File: src/rtl/sata_rx_crc32_check_pkg.sv
// rtl/sata_rx_crc32_check_pkg.sv - SATA CRC32 constants, types and single-dword step function
//
// Purpose: shared definitions for the SATA receive-side CRC32 checker.
//   CRC_POLY   : generator polynomial 0x04C11DB7 (x^32 term implicit)
//   CRC_SEED   : SATA CRC initial value 0x52325032
//   crc32_step : advances the CRC by one 32-bit dword, MSB first,
//                with no reflection and no final XOR
package sata_crc_pkg;

  typedef logic [31:0] dword_t;
  typedef logic [15:0] count_t;

  localparam dword_t CRC_POLY = 32'h04C1_1DB7;
  localparam dword_t CRC_SEED = 32'h5232_5032;
  localparam count_t CNT_MAX  = 16'hFFFF;

  // Bit-serial LFSR unrolled over one dword. Feeding data into the
  // feedback tap makes this equal to ((crc ^ data) * x^32) mod P.
  function automatic dword_t crc32_step(input dword_t crc, input dword_t data);
    dword_t c;
    logic   fb;
    c = crc;
    for (int i = 31; i >= 0; i--) begin
      fb = c[31] ^ data[i];
      c  = {c[30:0], 1'b0} ^ (fb ? CRC_POLY : 32'h0);
    end
    return c;
  endfunction

endpackage

File: src/rtl/sata_rx_crc32_check_if.sv
// rtl/sata_rx_crc32_check_if.sv - dword stream and CRC status bundle for the CRC32 checker
//
// Purpose: groups the frame input stream and the CRC status outputs.
//   crc_rst    : start-of-frame pulse, re-seeds the CRC
//   data_in    : descrambled frame dword (payload followed by CRC dword)
//   data_valid : data_in qualifier
//   err_inject : arm fault injection (SATA_RX_CRC_FAKE_ERR_EN builds only)
//   crc_out    : running CRC of dwords accepted since crc_rst
//   crc_ok     : last accepted dword equalled the CRC of the dwords before it
//   crc_rdy    : at least one dword accepted since crc_rst
//   dword_cnt  : dwords accepted since crc_rst, saturating
//   err_ack    : one-cycle acknowledge of an injection arm
// Modports: master drives the stream, slave is the checker.
interface sata_rx_crc32_check_if;
  import sata_crc_pkg::*;

  logic   crc_rst;
  dword_t data_in;
  logic   data_valid;
  logic   err_inject;
  dword_t crc_out;
  logic   crc_ok;
  logic   crc_rdy;
  count_t dword_cnt;
  logic   err_ack;

  modport master (
    output crc_rst, data_in, data_valid, err_inject,
    input  crc_out, crc_ok, crc_rdy, dword_cnt, err_ack
  );

  modport slave (
    input  crc_rst, data_in, data_valid, err_inject,
    output crc_out, crc_ok, crc_rdy, dword_cnt, err_ack
  );

endinterface

File: src/rtl/sata_crc32_next.sv
// rtl/sata_crc32_next.sv - combinational one-dword SATA CRC32 advance
//
// Purpose: next-state CRC for one dword.
// Ports:
//   crc      : in,  32 bits, current CRC
//   data     : in,  32 bits, dword to absorb
//   crc_next : out, 32 bits, CRC after absorbing data
module sata_crc32_next
  import sata_crc_pkg::*;
(
  input  dword_t crc,
  input  dword_t data,
  output dword_t crc_next
);

  assign crc_next = crc32_step(crc, data);

endmodule

File: src/rtl/sata_rx_crc32_check.sv
// rtl/sata_rx_crc32_check.sv - SATA receive CRC32 checker with optional fault injection
//
// Purpose: runs the SATA CRC32 over each accepted frame dword and flags when
// the latest dword equals the CRC of everything before it, so that at end of
// frame crc_ok reports whether the received CRC dword was correct.
// Optional feature macro: SATA_RX_CRC_FAKE_ERR_EN (fault injection).
// Ports:
//   clk_75m    : in, single rising-edge clock
//   host_rst_n : in, synchronous active-low reset
//   bus        : sata_rx_crc32_check_if.slave, stream in / status out
module sata_rx_crc32_check
  import sata_crc_pkg::*;
(
  input logic                        clk_75m,
  input logic                        host_rst_n,
  sata_rx_crc32_check_if.slave       bus
);

  dword_t r_crc;
  logic   r_ok;
  logic   r_rdy;
  count_t r_cnt;
  logic   r_err_ack;
  logic   r_armed;
  dword_t w_crc_next;
  logic   w_accept;
  logic   w_match;

  // crc_rst has priority: a dword arriving with it is dropped.
  assign w_accept = bus.data_valid & ~bus.crc_rst;
  assign w_match  = (r_crc == bus.data_in);

  sata_crc32_next u_next (
    .crc      (r_crc),
    .data     (bus.data_in),
    .crc_next (w_crc_next)
  );

  always_ff @(posedge clk_75m) begin
    if (!host_rst_n) begin
      r_crc <= CRC_SEED;
      r_ok  <= 1'b0;
      r_rdy <= 1'b0;
      r_cnt <= '0;
    end else if (bus.crc_rst) begin
      r_crc <= CRC_SEED;
      r_ok  <= 1'b0;
      r_rdy <= 1'b0;
      r_cnt <= '0;
    end else if (w_accept) begin
      r_crc <= w_crc_next;
      // Compare against the CRC before this dword, so the CRC dword
      // itself is checked against the payload CRC.
      r_ok  <= w_match & ~r_armed;
      r_rdy <= 1'b1;
      if (r_cnt != CNT_MAX) begin
        r_cnt <= r_cnt + 16'd1;
      end
    end
  end

`ifdef SATA_RX_CRC_FAKE_ERR_EN
  // Arm is sampled only at crc_rst, so it lasts for exactly one frame
  // unless the next crc_rst re-arms it.
  always_ff @(posedge clk_75m) begin
    if (!host_rst_n) begin
      r_armed   <= 1'b0;
      r_err_ack <= 1'b0;
    end else if (bus.crc_rst) begin
      r_armed   <= bus.err_inject;
      r_err_ack <= bus.err_inject;
    end else begin
      r_err_ack <= 1'b0;
    end
  end
`else
  logic w_unused_err_inject;
  assign w_unused_err_inject = bus.err_inject;
  assign r_armed             = 1'b0;
  assign r_err_ack           = 1'b0;
`endif

  assign bus.crc_out   = r_crc;
  assign bus.crc_ok    = r_ok;
  assign bus.crc_rdy   = r_rdy;
  assign bus.dword_cnt = r_cnt;
  assign bus.err_ack   = r_err_ack;

endmodule

File: src/flat_wrapper.sv
// flat-port wrapper written by rule: the top's interface ports become plain ports
module sata_rx_crc32_check_flat import sata_crc_pkg::*;
  (clk_75m, host_rst_n, bus_crc_rst, bus_data_in, bus_data_valid, bus_err_inject, bus_crc_out, bus_crc_ok, bus_crc_rdy, bus_dword_cnt, bus_err_ack);
  sata_rx_crc32_check_if bus_i ();
  input logic clk_75m;
  input logic host_rst_n;
  input wire logic [$bits(bus_i.crc_rst)-1:0] bus_crc_rst;
  input wire logic [$bits(bus_i.data_in)-1:0] bus_data_in;
  input wire logic [$bits(bus_i.data_valid)-1:0] bus_data_valid;
  input wire logic [$bits(bus_i.err_inject)-1:0] bus_err_inject;
  output wire logic [$bits(bus_i.crc_out)-1:0] bus_crc_out;
  output wire logic [$bits(bus_i.crc_ok)-1:0] bus_crc_ok;
  output wire logic [$bits(bus_i.crc_rdy)-1:0] bus_crc_rdy;
  output wire logic [$bits(bus_i.dword_cnt)-1:0] bus_dword_cnt;
  output wire logic [$bits(bus_i.err_ack)-1:0] bus_err_ack;
  assign bus_i.crc_rst = bus_crc_rst;
  assign bus_i.data_in = bus_data_in;
  assign bus_i.data_valid = bus_data_valid;
  assign bus_i.err_inject = bus_err_inject;
  assign bus_crc_out = bus_i.crc_out;
  assign bus_crc_ok = bus_i.crc_ok;
  assign bus_crc_rdy = bus_i.crc_rdy;
  assign bus_dword_cnt = bus_i.dword_cnt;
  assign bus_err_ack = bus_i.err_ack;
  sata_rx_crc32_check u_core (.clk_75m(clk_75m), .host_rst_n(host_rst_n), .bus(bus_i));
endmodule
File: config.mk
export PLATFORM = sky130hd
export DESIGN_NAME = sata_rx_crc32_check_flat
export DESIGN_NICKNAME = d
export VERILOG_FILES = /design/src/rtl/sata_rx_crc32_check_pkg.sv /design/src/rtl/sata_rx_crc32_check_if.sv /design/src/rtl/sata_crc32_next.sv /design/src/rtl/sata_rx_crc32_check.sv /design/src/flat_wrapper.sv
export SDC_FILE = /design/constraint.sdc
export NUM_CORES = 1
export LEC_CHECK = 0
export CORE_MARGIN = 2
export CORE_UTILIZATION = 50
export DETAILED_ROUTE_END_ITERATION = 7
export GPL_TIMING_DRIVEN = 0
export PLACE_DENSITY_LB_ADDON = 0.08
export REMOVE_ABC_BUFFERS = 1
export SLEW_MARGIN = 25
export SYNTH_ARGS = -nofsm -noshare
export SYNTH_HDL_FRONTEND = slang
export SYNTH_HIERARCHICAL = 1
export SYNTH_SLANG_ARGS = --single-unit
export TNS_END_PERCENT = 50
File: constraint.sdc
create_clock -name clk_75m -period 6 [get_ports clk_75m]
set_input_delay 1.2 -clock clk_75m [delete_from_list [all_inputs] [get_ports clk_75m]]
set_output_delay 1.2 -clock clk_75m [all_outputs]
set_load 0.05 [all_outputs]
==> flow_metrics.env <==
export IMPL_cts_resized=0
export IMPL_ioPinCount=88
export IMPL_reg2reg_slack_ps=1540
export IMPL_dr_pass1_iters=4
export IMPL_ys_ff_latch=50
export IMPL_clock_sinks=50
export IMPL_rsz0062_at_grt="no"
export IMPL_syn_area_per_cell_sq_um=11.5
export IMPL_cp_start_kind="primary input"
export IMPL_slew_limit_headroom_pct=32.5
export IMPL_period_minus_slack_ps=5520
export IMPL_clk_pin_slew_ps=80
export IMPL_grt_max_degree=31
export IMPL_layout_commonest_cell="xnor2_1"
export IMPL_critPathTopFamily="XOR/XNOR gates"
export IMPL_first_global_vias=3911
export IMPL_fmax_mhz=181
export IMPL_cts_made_buffers=5
export IMPL_crit_chain="clkdlybuf4s50_1 -> xnor2_2 -> xnor2_1 -> xnor2_4 -> xnor3_2 -> xnor3_1 -> xnor3_1 -> xnor3_2 -> xnor3_1 -> mux2i_1 -> nor2_1"
export IMPL_routedWlPerCell_microns=20.5
export IMPL_postCtsHoldBufs=0
export IMPL_cts_buffer_depth=2
export IMPL_met3_usage_pct=3.18
export IMPL_cts_setup_buffers=0
export IMPL_min_from="u_core/bus.crc_rdy"
export IMPL_post_place_ws_ps=148
export IMPL_drt_wl_total_microns=14600
export IMPL_io_buffers=85
export IMPL_drive_gt1_share_pct=10.6
export IMPL_antenna_found_initial=0
export IMPL_clk_latency_ps=310
export IMPL_hold_path_end="u_core/bus.crc_rdy"
export IMPL_gr_usage_met2_pct=39.8
export IMPL_drtIter0Drc=174
export IMPL_die_y_microns=110
export IMPL_hp_class="reg2reg"
export IMPL_avgViaCountPerCell=5.23
export IMPL_worst_pin_slew_ps=1000
export IMPL_yosysSeqAreaShare_pct=17.7
export IMPL_cp_required_ps=6210
export IMPL_final_max_slew_viol_count=0
export IMPL_final_cell_mix="xnor2_1, clkdlybuf4s50_1, xor2_1, dfxtp_1, xnor3_1"
export IMPL_crit_top_cell="xnor3_1"
export IMPL_dpl_instance_area_sq_mm=0.00667
export IMPL_grtUsageMet1_pct=33.8
export IMPL_dp_hpwl_microns=11700
export IMPL_yosysWarnings=6
export IMPL_drc_errors=0
export IMPL_place_congestion=0.892
export IMPL_core_area_sq_mm=0.0109
export IMPL_hold_depth=2
export IMPL_fp_dieW_microns=110
export IMPL_ant_nets=0
export IMPL_synthDistinctLibCells=38
export IMPL_areaGrowthSynthToFinish_pct=20.6
export IMPL_grt_most_used_layer="met2"
export IMPL_crit_fanout=7
export IMPL_cts_root_buf="clkbuf_16"
export IMPL_rows=38
export IMPL_grt_pass1_wl_microns=22800
export IMPL_tns_ps=0
export IMPL_cts_tree="built"
export IMPL_max_cap_viol_count=0
export IMPL_cp_buffers_inverters=1
export IMPL_reg2regPathDepth=10
export IMPL_slowest_stage="xnor3_1"
export IMPL_path_class="in2reg"
export IMPL_timing_final_crit_share_pct=92.0
export IMPL_postSynthCellCount=491
export IMPL_setup_violations=0
export IMPL_r2r_start="u_core/bus.crc_out[26]"
export IMPL_fin_area_sq_mm=0.00683
export IMPL_antenna_cells=0
export IMPL_floorplan_initialDensity_pct=51.8
export IMPL_layout_nets=610
export IMPL_finalHoldViolations=0
export IMPL_grt_usage_pct=24.6
export IMPL_dr_total_vias=3728
export IMPL_worst_slack_ps=480
export IMPL_worstPathArrival_ps=5730
export IMPL_cts_max_level=2
export IMPL_status="finished, final reports clean"
export IMPL_nFillCells=929
export IMPL_synth_area_sq_mm=0.00567
export IMPL_worstReg2RegEnd="u_core/bus.crc_out[10]"
export IMPL_endpoint_kind="flop"
export IMPL_max_stage_delay_ps=670
export IMPL_gr_total_overflow=0
export IMPL_die_area_sq_mm=0.0122
export IMPL_skew_ps=10.4
## area by class of cell
| cell class | count | area [sq um] | area share (%) |
|---|---|---|---|
| sequential | 50 | 1000 | 14.7 |
| clock buffer | 5 | 125 | 1.83 |
| multi-input combinational | 427 | 4600 | 67.4 |
| inverter | 1 | 3.75 | 0.0549 |
| clock inverter | 3 | 28.8 | 0.421 |
| tap | 140 | 175 | 2.56 |
| timing repair buffer | 87 | 893 | 13.1 |
## worst max path at each step
stage / startpoint / end / slack (ps) / cells past startpoint
finish: bus_data_in[26] / u_core/bus.crc_out[10] / 480 / 11
global route: bus_data_in[26] / u_core/bus.crc_out[10] / 320 / 11
CTS: bus_data_in[26] / u_core/bus.crc_out[10] / 470 / 11
detailed placement: bus_data_in[26] / u_core/bus.crc_out[10] / 150 / 11
global placement: bus_data_in[26] / u_core/bus.crc_out[10] / 70 / 11
floorplan: bus_data_in[27] / u_core/bus.crc_out[10] / 1350 / 10
## flip-flops by register name (all words and copies together), names as in the netlist
name	cells
u_core/bus.dword_cnt	16
u_core/bus.crc_out	32
u_core/bus.crc_rdy	1
u_core/bus.crc_ok	1
## kinds of logic (layout without fill, tap and decap cells)
family          count (synthesis)  after routing  synth area share, %
fa+ha+maj                       1              1                0.221
buf+inv                        14             96                 1.30
mux                            33             33                 5.83
xor+xnor                      294            294                 66.3
simple gates                   94             94                 8.15
other cells                     1              1               0.0662
flops                          50             50                 17.7
compound gates                  4              4                0.486
## routing by layer
| layer | wire, microns | vias up | part of all wire [%] |
|---|---|---|---|
| met3 | 698 | 23 | 4.8 |
| met2 | 6920 | 101 | 47 |
| li1 | - | 1794 | - |
| met4 | 401 | 0 | 2.7 |
| met1 | 6620 | 1810 | 45 |
| met5 | 0 | - | 0 |
## synth_stat cells, drive strengths merged
| cell | number | area, sq um |
|---|---|---|
| nand3 | 3 | 15.0 |
| a311oi | 1 | 8.76 |
| nor2 | 39 | 146 |
| and4 | 3 | 26.3 |
| xor2 | 70 | 677 |
| inv | 1 | 3.75 |
| nor2b | 2 | 12.5 |
| nor3b | 2 | 15.0 |
| dfxtp | 50 | 1000 |
| a21oi | 1 | 5.00 |
| buf | 8 | 51.3 |
| nand3b | 1 | 7.51 |
| nand2 | 17 | 63.8 |
| ha | 1 | 12.5 |
| and3 | 3 | 18.8 |
| or4 | 1 | 7.51 |
| nor3 | 1 | 5.00 |
| a41oi | 1 | 8.76 |
| conb | 1 | 3.75 |
| mux2i | 33 | 330 |
| clkbuf | 5 | 18.8 |
| and2 | 3 | 18.8 |
| nor4 | 7 | 50.1 |
| nand2b | 2 | 12.5 |
| xnor3 | 55 | 1260 |
| o21ai | 1 | 5.00 |
| xor3 | 4 | 96.3 |
| xnor2 | 165 | 1730 |
| nand4 | 10 | 62.6 |
## worst reg2reg max path: stages (launching register included)
cell	delay, ps
dfxtp_1	380
xnor2_2	480
xnor2_1	270
xnor2_4	410
xnor3_2	620
xnor3_1	450
xnor3_1	670
xnor3_2	540
xnor3_1	350
mux2i_1	140
nor2_1	50
## through the flow
step | cells | hold slack (ps) | utilization (%)
floorplan | 478 | 697 | -
global placement | 703 | 451 | 60.6
detailed placement | 705 | 468 | 61.0
CTS | 713 | 486 | 62.4
global route | 713 | 500 | 62.5
finish | 713 | 479 | 62.5
Power is left out: the tool's default activity adds up to more than one toggle a clock period on the data nets, which glitch-free logic cannot reach.
